`config.mk`:
```
export PLATFORM = sky130hd
export DESIGN_NAME = beep_mixer
export DESIGN_NICKNAME = d
export VERILOG_FILES = /design/src/rtl/beep_mixer.sv
export SDC_FILE = /design/constraint.sdc
export NUM_CORES = 1
export LEC_CHECK = 0
export CAP_MARGIN = 20
export CORE_MARGIN = 2
export CORE_UTILIZATION = 45
export DETAILED_ROUTE_END_ITERATION = 10
export GPL_TIMING_DRIVEN = 1
export PLACE_DENSITY = 0.68
export SLEW_MARGIN = 20
export SYNTH_ARGS = -nofsm -noshare
export SYNTH_HDL_FRONTEND = slang
export SYNTH_SLANG_ARGS = --single-unit
```
`constraint.sdc`:
```
create_clock -name CLK -period 4.37 [get_ports CLK]
set_input_delay 1.311 -clock CLK [delete_from_list [all_inputs] [get_ports CLK]]
set_output_delay 1.311 -clock CLK [all_outputs]
set_load 0.01 [all_outputs]
```
`src/rtl/beep_mixer.sv`:
```
// ---------------------------------------------------------------------------
// beep_mixer
//
// Multi-channel square-wave tone generator with per-side first-order
// sigma-delta mixing, intended to drive RC-filtered 1-bit speaker pins.
//
// Every channel owns a half-period register (PERIOD), a running flag (EN),
// left/right pan enables, an optional auto-stop toggle budget (DUR), a
// down-counter (CNT) and the square-wave level (SQ). A shared prescaler
// produces one tone tick every PRESCALE clocks. On each tick a running
// channel either counts down, or toggles SQ and reloads CNT from PERIOD.
//
// The mixer counts the channels whose wave is high on each side and feeds
// that count into an accumulator. The output goes high whenever the
// accumulator crosses CHANNELS, so the 1-density of the output equals
// (active channels) / CHANNELS.
//
// Ports:
//   CLK    in   1                   system clock, all logic on posedge
//   RST    in   1                   synchronous reset, active-high
//   WE     in   1                   register write strobe, one CLK per write
//   ADDR   in   $clog2(CHANNELS)+1  {channel index, reg select};
//                                   bit0=0 -> PERIOD, bit0=1 -> CTRL
//   WDATA  in   16                  write data
//                                   CTRL: [0]=EN [1]=PAN_L [2]=PAN_R [15:8]=DUR
//   BUSY   out  CHANNELS            per-channel EN state
//   OUTL   out  1                   left sigma-delta stream, registered
//   OUTR   out  1                   right sigma-delta stream, registered
// ---------------------------------------------------------------------------
module beep_mixer #(
  parameter int CHANNELS = 4,
  parameter int PERIOD_W = 12,
  parameter int PRESCALE = 2
) (
  input  logic                        CLK,
  input  logic                        RST,
  input  logic                        WE,
  input  logic [$clog2(CHANNELS):0]   ADDR,
  input  logic [15:0]                 WDATA,
  output logic [CHANNELS-1:0]         BUSY,
  output logic                        OUTL,
  output logic                        OUTR
);

  localparam int ADDR_W = $clog2(CHANNELS) + 1;
  localparam int PS_W   = (PRESCALE > 1) ? $clog2(PRESCALE) : 1;
  localparam int SUM_W  = $clog2(CHANNELS + 1);
  localparam int ACC_W  = SUM_W + 1;

  localparam logic [PS_W-1:0]  PS_LAST  = PS_W'(PRESCALE - 1);
  localparam logic [ACC_W-1:0] ACC_FULL = ACC_W'(CHANNELS);

  // Complete architectural state of one tone channel.
  typedef struct packed {
    logic [PERIOD_W-1:0] period;
    logic [PERIOD_W-1:0] cnt;
    logic [7:0]          dur;
    logic                en;
    logic                pan_l;
    logic                pan_r;
    logic                sq;
  } chan_t;

  logic [PS_W-1:0]     r_ps;
  logic                w_tick;

  logic [ADDR_W-1:0]   w_wr_idx;
  logic [CHANNELS-1:0] w_per_we;
  logic [CHANNELS-1:0] w_ctl_we;

  chan_t               r_ch     [CHANNELS];
  chan_t               w_ch_nxt [CHANNELS];

  logic [SUM_W-1:0]    w_sum_l;
  logic [SUM_W-1:0]    w_sum_r;
  logic [ACC_W-1:0]    r_acc_l;
  logic [ACC_W-1:0]    r_acc_r;
  logic [ACC_W-1:0]    w_next_l;
  logic [ACC_W-1:0]    w_next_r;
  logic                r_outl;
  logic                r_outr;

  // Collects WDATA bits that no field consumes when PERIOD_W is small.
  logic                w_unused;
  assign w_unused = ^WDATA;

  // -------------------------------------------------------------------------
  // Prescaler: one tick every PRESCALE clocks; with PRESCALE=1 the counter
  // sits at 0 and every cycle is a tick. Register writes never disturb it.
  // -------------------------------------------------------------------------
  assign w_tick = (r_ps == PS_LAST);

  // NOTE: clocked state is always assigned with <= so every flop samples the
  // pre-edge values of its neighbours, independent of statement order.
  always_ff @(posedge CLK) begin
    if (RST) begin
      r_ps <= '0;
    end else if (w_tick) begin
      r_ps <= '0;
    end else begin
      r_ps <= r_ps + 1'b1;
    end
  end

  // -------------------------------------------------------------------------
  // Write decode. An index outside 0..CHANNELS-1 matches no channel, so such
  // writes fall through with no effect.
  // -------------------------------------------------------------------------
  assign w_wr_idx = ADDR >> 1;

  // NOTE: every signal driven from always_comb gets a default at the top of
  // the block; a path that leaves one unassigned would infer a latch.
  always_comb begin
    w_per_we = '0;
    w_ctl_we = '0;
    for (int c = 0; c < CHANNELS; c++) begin
      w_per_we[c] = WE && !ADDR[0] && (w_wr_idx == ADDR_W'(c));
      w_ctl_we[c] = WE &&  ADDR[0] && (w_wr_idx == ADDR_W'(c));
    end
  end

  // -------------------------------------------------------------------------
  // Channel next-state.
  // A CTRL write takes precedence over a coincident tick for that channel.
  // A PERIOD write only updates the register: a reload in the same cycle
  // still copies the old PERIOD because it reads r_ch, not w_ch_nxt.
  // -------------------------------------------------------------------------
  always_comb begin
    for (int c = 0; c < CHANNELS; c++) begin
      w_ch_nxt[c] = r_ch[c];

      if (w_per_we[c]) begin
        w_ch_nxt[c].period = WDATA[PERIOD_W-1:0];
      end

      if (w_ctl_we[c]) begin
        w_ch_nxt[c].en    = WDATA[0];
        w_ch_nxt[c].pan_l = WDATA[1];
        w_ch_nxt[c].pan_r = WDATA[2];
        w_ch_nxt[c].sq    = 1'b0;
        if (WDATA[0]) begin
          // (Re)start: phase begins at a full half-period with SQ low.
          w_ch_nxt[c].cnt = r_ch[c].period;
          w_ch_nxt[c].dur = WDATA[15:8];
        end
      end else if (w_tick && r_ch[c].en) begin
        if (r_ch[c].cnt == '0) begin
          w_ch_nxt[c].cnt = r_ch[c].period;
          if (r_ch[c].dur == 8'd1) begin
            // The toggle that would exhaust the budget stops the tone instead.
            w_ch_nxt[c].dur = '0;
            w_ch_nxt[c].en  = 1'b0;
            w_ch_nxt[c].sq  = 1'b0;
          end else begin
            w_ch_nxt[c].sq = ~r_ch[c].sq;
            // DUR=0 means unlimited; only a live budget counts down.
            if (r_ch[c].dur != '0) begin
              w_ch_nxt[c].dur = r_ch[c].dur - 8'd1;
            end
          end
        end else begin
          w_ch_nxt[c].cnt = r_ch[c].cnt - 1'b1;
        end
      end
    end
  end

  // NOTE: the channel array is a handful of flops rather than a RAM, so it
  // is cleared by reset like any other register.
  always_ff @(posedge CLK) begin
    if (RST) begin
      for (int c = 0; c < CHANNELS; c++) begin
        r_ch[c] <= '0;
      end
    end else begin
      for (int c = 0; c < CHANNELS; c++) begin
        r_ch[c] <= w_ch_nxt[c];
      end
    end
  end

  always_comb begin
    BUSY = '0;
    for (int c = 0; c < CHANNELS; c++) begin
      BUSY[c] = r_ch[c].en;
    end
  end

  // -------------------------------------------------------------------------
  // Mixer: runs every clock from the registered channel state, giving exactly
  // one clock of latency from SQ to OUTL/OUTR.
  // -------------------------------------------------------------------------
  always_comb begin
    w_sum_l = '0;
    w_sum_r = '0;
    for (int c = 0; c < CHANNELS; c++) begin
      w_sum_l = w_sum_l + SUM_W'(r_ch[c].en & r_ch[c].pan_l & r_ch[c].sq);
      w_sum_r = w_sum_r + SUM_W'(r_ch[c].en & r_ch[c].pan_r & r_ch[c].sq);
    end
  end

  // The accumulator stays below CHANNELS, so ACC + SUM never exceeds
  // 2*CHANNELS-1, which fits ACC_W bits.
  assign w_next_l = r_acc_l + ACC_W'(w_sum_l);
  assign w_next_r = r_acc_r + ACC_W'(w_sum_r);

  always_ff @(posedge CLK) begin
    if (RST) begin
      r_acc_l <= '0;
      r_acc_r <= '0;
      r_outl  <= 1'b0;
      r_outr  <= 1'b0;
    end else begin
      if (w_next_l >= ACC_FULL) begin
        r_outl  <= 1'b1;
        r_acc_l <= w_next_l - ACC_FULL;
      end else begin
        r_outl  <= 1'b0;
        r_acc_l <= w_next_l;
      end

      if (w_next_r >= ACC_FULL) begin
        r_outr  <= 1'b1;
        r_acc_r <= w_next_r - ACC_FULL;
      end else begin
        r_outr  <= 1'b0;
        r_acc_r <= w_next_r;
      end
    end
  end

  assign OUTL = r_outl;
  assign OUTR = r_outr;

endmodule

```
==> flow_metrics.tcl <==
set metrics [dict create \
    status "complete, no violations" \
    path_cells "clkdlybuf4s50_1 -> and4_1 -> o31a_1 -> o21ai_0 -> a21oi_1" \
    dpl_cell_area_um2 8520 \
    worstPathArrival_ns 3.66 \
    cp_slowest_cell "clkdlybuf4s50_1" \
    synth_edf_count 0 \
    end_kind "flop" \
    grt_pass1_vias 6948 \
    slew_headroom_pct 42.2 \
    final.setup.tns_ns 0 \
    grt_usage_pct 23.0 \
    cts.sink_count 155 \
    seqPwrFrac_pct 42.9 \
    timing.final.crit_period_ns 3.31 \
    yosys.area.top_type "dfxtp_1" \
    worst_slew_pin_slew_ns 0.859 \
    start_kind "input pin" \
    whs_ns 0.450 \
    path_max_fanout 16 \
    worstSetupPathType "input pin to flop" \
    p_int_mw 2.49 \
    power_density_nw_per_um2 378 \
    ys_seq_elements 155 \
    fmax_mhz 302 \
    critPathMaxStageDelay_ns 0.75 \
    syn_to_final_growth_pct 12.6 \
    final_max_slew_viol_count 0 \
    p_switching_mw 0.955 \
    avgSynthCellArea_um2 7.65 \
    ys_seq_area_share_pct 38.3 \
    synth_warnings 0 \
    dr.pass1.iters 4 \
    die_y_um 138 \
    hold_viol_final 0 \
    hold_class "flop to flop" \
    stdcell_area_um2 9120 \
    cts_tree "done" \
    grt_start_max_net_pins 128 \
    insertion_delay_ns 0.44 \
    htreeDepth 4 \
    syn_inst 1059 \
    cts_hold_buf 0 \
    finalCritPeriodShare_pct 75.8 \
    fp-row-count 49 \
    vias 7676 \
    cts_max_path_buffers 2 \
    worst-endpoint-required_ns 4.72 \
    pwr-share-clk_pct 43.9 \
    nets 1102 \
    via_per_inst 5.91 \
    ctsRootBufferMaster "clkbuf_16" \
    drt-initial-drc-count 590 \
    core_um2 17800 \
    r2r_slack_ns 1.71 \
    synth_common_cells "nand2_1, dfxtp_1, a21oi_1, nor2_1, o21ai_0" \
    finalWirelength_mm 22.0 \
    pin_count 28 \
    fp.dieArea_um2 19100 \
    peakVddDrop_mv 0.292 \
    postRouteAntennaNets 0 \
    layout-drive-gt1-share_pct 7.20 \
    wl_per_cell_um 16.9 \
    grt_remaining_overflow 0 \
    antenna_found_initial 0 \
    pwr-share-comb_pct 13.3 \
    gp_congestion 0.875 \
    setup_violations 0 \
    diodes 0 \
    drc_errors 0 \
    ctsResizeCount 0 \
    async_reset_ff_share_pct 0 \
    power_leakage_nw 3.20 \
    rsz0062_at_grt "no" \
    finClkSkew_ns 0.0114 \
    cap_violations 0 \
    hpwl_mm 14.8 \
    synth.most_common_cell "nand2_1" \
    syn-num-nets 1105 \
    switching_share_pct 27.7 \
    netlist.area_leader.share_pct 38.3 \
    n_fill_cell 1689 \
    grt_pass1_wl_mm 35.8 \
    netlist_top_cells_area "dfxtp_1, nand2_1, a21oi_1, o21ai_0, nor2_1" \
    io_buffers 27 \
    cts_setup_buffers 0 \
    fp.dieW_um 138 \
    synthDistinctLibCells 67 \
    synth_area_um2 8110 \
    path_clk_slew_ns 0.06 \
    initial_core_util_pct 45.4 \
    ys.flop_type "dfxtp_1" \
    cts_buffers 17 \
]
-- flip-flops by register name, indices dropped and copies added (netlist names) --
name     count
OUTR         1
OUTL         1
r_acc_l      4
r_acc_r      4
r_ps         1
r_ch       144
-- placed cells by master (no fill, tap or decap), types with 7 or more instances in the layout --
| cell type | n |
|---|---|
| a211oi_1 | 14 |
| a21oi_1 | 135 |
| a31oi_1 | 13 |
| and2_1 | 9 |
| and3_1 | 8 |
| buf_4 | 18 |
| clkbuf_16 | 17 |
| clkdlybuf4s50_1 | 26 |
| dfxtp_1 | 155 |
| ha_1 | 18 |
| inv_1 | 43 |
| mux2i_1 | 11 |
| nand2_1 | 187 |
| nand2b_1 | 10 |
| nand3_1 | 31 |
| nand4_1 | 7 |
| nor2_1 | 73 |
| nor3_1 | 39 |
| nor4_1 | 17 |
| o21ai_0 | 66 |
| o31ai_1 | 7 |
| o32ai_1 | 11 |
| or3_1 | 9 |
| xor2_1 | 8 |
-- worst paths after layout --
path         cells past startpoint     endpoint   startpoint
max                              5   r_ch[3][7]      ADDR[1]
min                              2  r_ch[1][29]  r_ch[1][29]
max reg2reg                      7   r_ch[3][5]  r_ch[3][12]
min reg2reg                      2  r_ch[1][29]  r_ch[1][29]
-- cells by family after synthesis --
kind of cell               count (synthesis)  share of synthesized area (%)
buffers and inverters                    111                           5.65
xor gates and xnor gates                  14                           1.51
muxes                                     13                           1.64
DFF                                      155                           38.3
and+or+nand+nor                          439                           26.1
adders and majority gates                 24                           4.26
AOI/OAI and AO/OA                        303                           22.6
-- per-stage QoR --
stage               setup slack [ns]  utilization, %  cells  total power [mW]
floorplan                       1.32               -   1059              1.84
global placement               0.707            47.8   1266              1.95
detailed placement             0.628            47.8   1266              1.96
CTS                             1.08            51.1   1298              3.47
global route                   0.868            51.1   1298              3.59
finish                          1.06            51.1   1298              3.45
-- power groups by stage --
| stage | logic, mW | clock network [mW] | registers [mW] |
|---|---|---|---|
| 2_1_floorplan | 0.339 | 0 | 1.50 |
| 3_3_place_gp | 0.446 | 0 | 1.51 |
| 3_5_place_dp | 0.448 | 0 | 1.51 |
| 4_1_cts | 0.451 | 1.54 | 1.48 |
| 5_1_grt | 0.507 | 1.60 | 1.48 |
| 6_report | 0.457 | 1.51 | 1.48 |
-- critical path, delay by kind of cell --
kind	cells	cell delay [ns]
buffers and inverters	1	0.75
AND/OR/NAND/NOR	1	0.60
AO/OA/AOI/OAI	3	0.99
-- per-layer routing --
layer  routed length [um]  GRT usage [%]
met1                 9780           31.4
met4                  635           9.13
met2                10000           35.7
met3                 1590           4.75
met5                    0              0
-- final cells by class --
| class | instances | area, um2 | share of cell area, % |
|---|---|---|---|
| Multi-Input combinational cell | 793 | 4560 | 49.9 |
| Sequential cell | 155 | 3100 | 34.0 |
| Clock buffer | 20 | 447 | 4.90 |
| Timing Repair Buffer | 45 | 415 | 4.55 |
| Tap cell | 229 | 287 | 3.14 |
| Inverter | 44 | 165 | 1.81 |
| Clock inverter | 12 | 151 | 1.66 |
(Power assumes the default switching activity.)
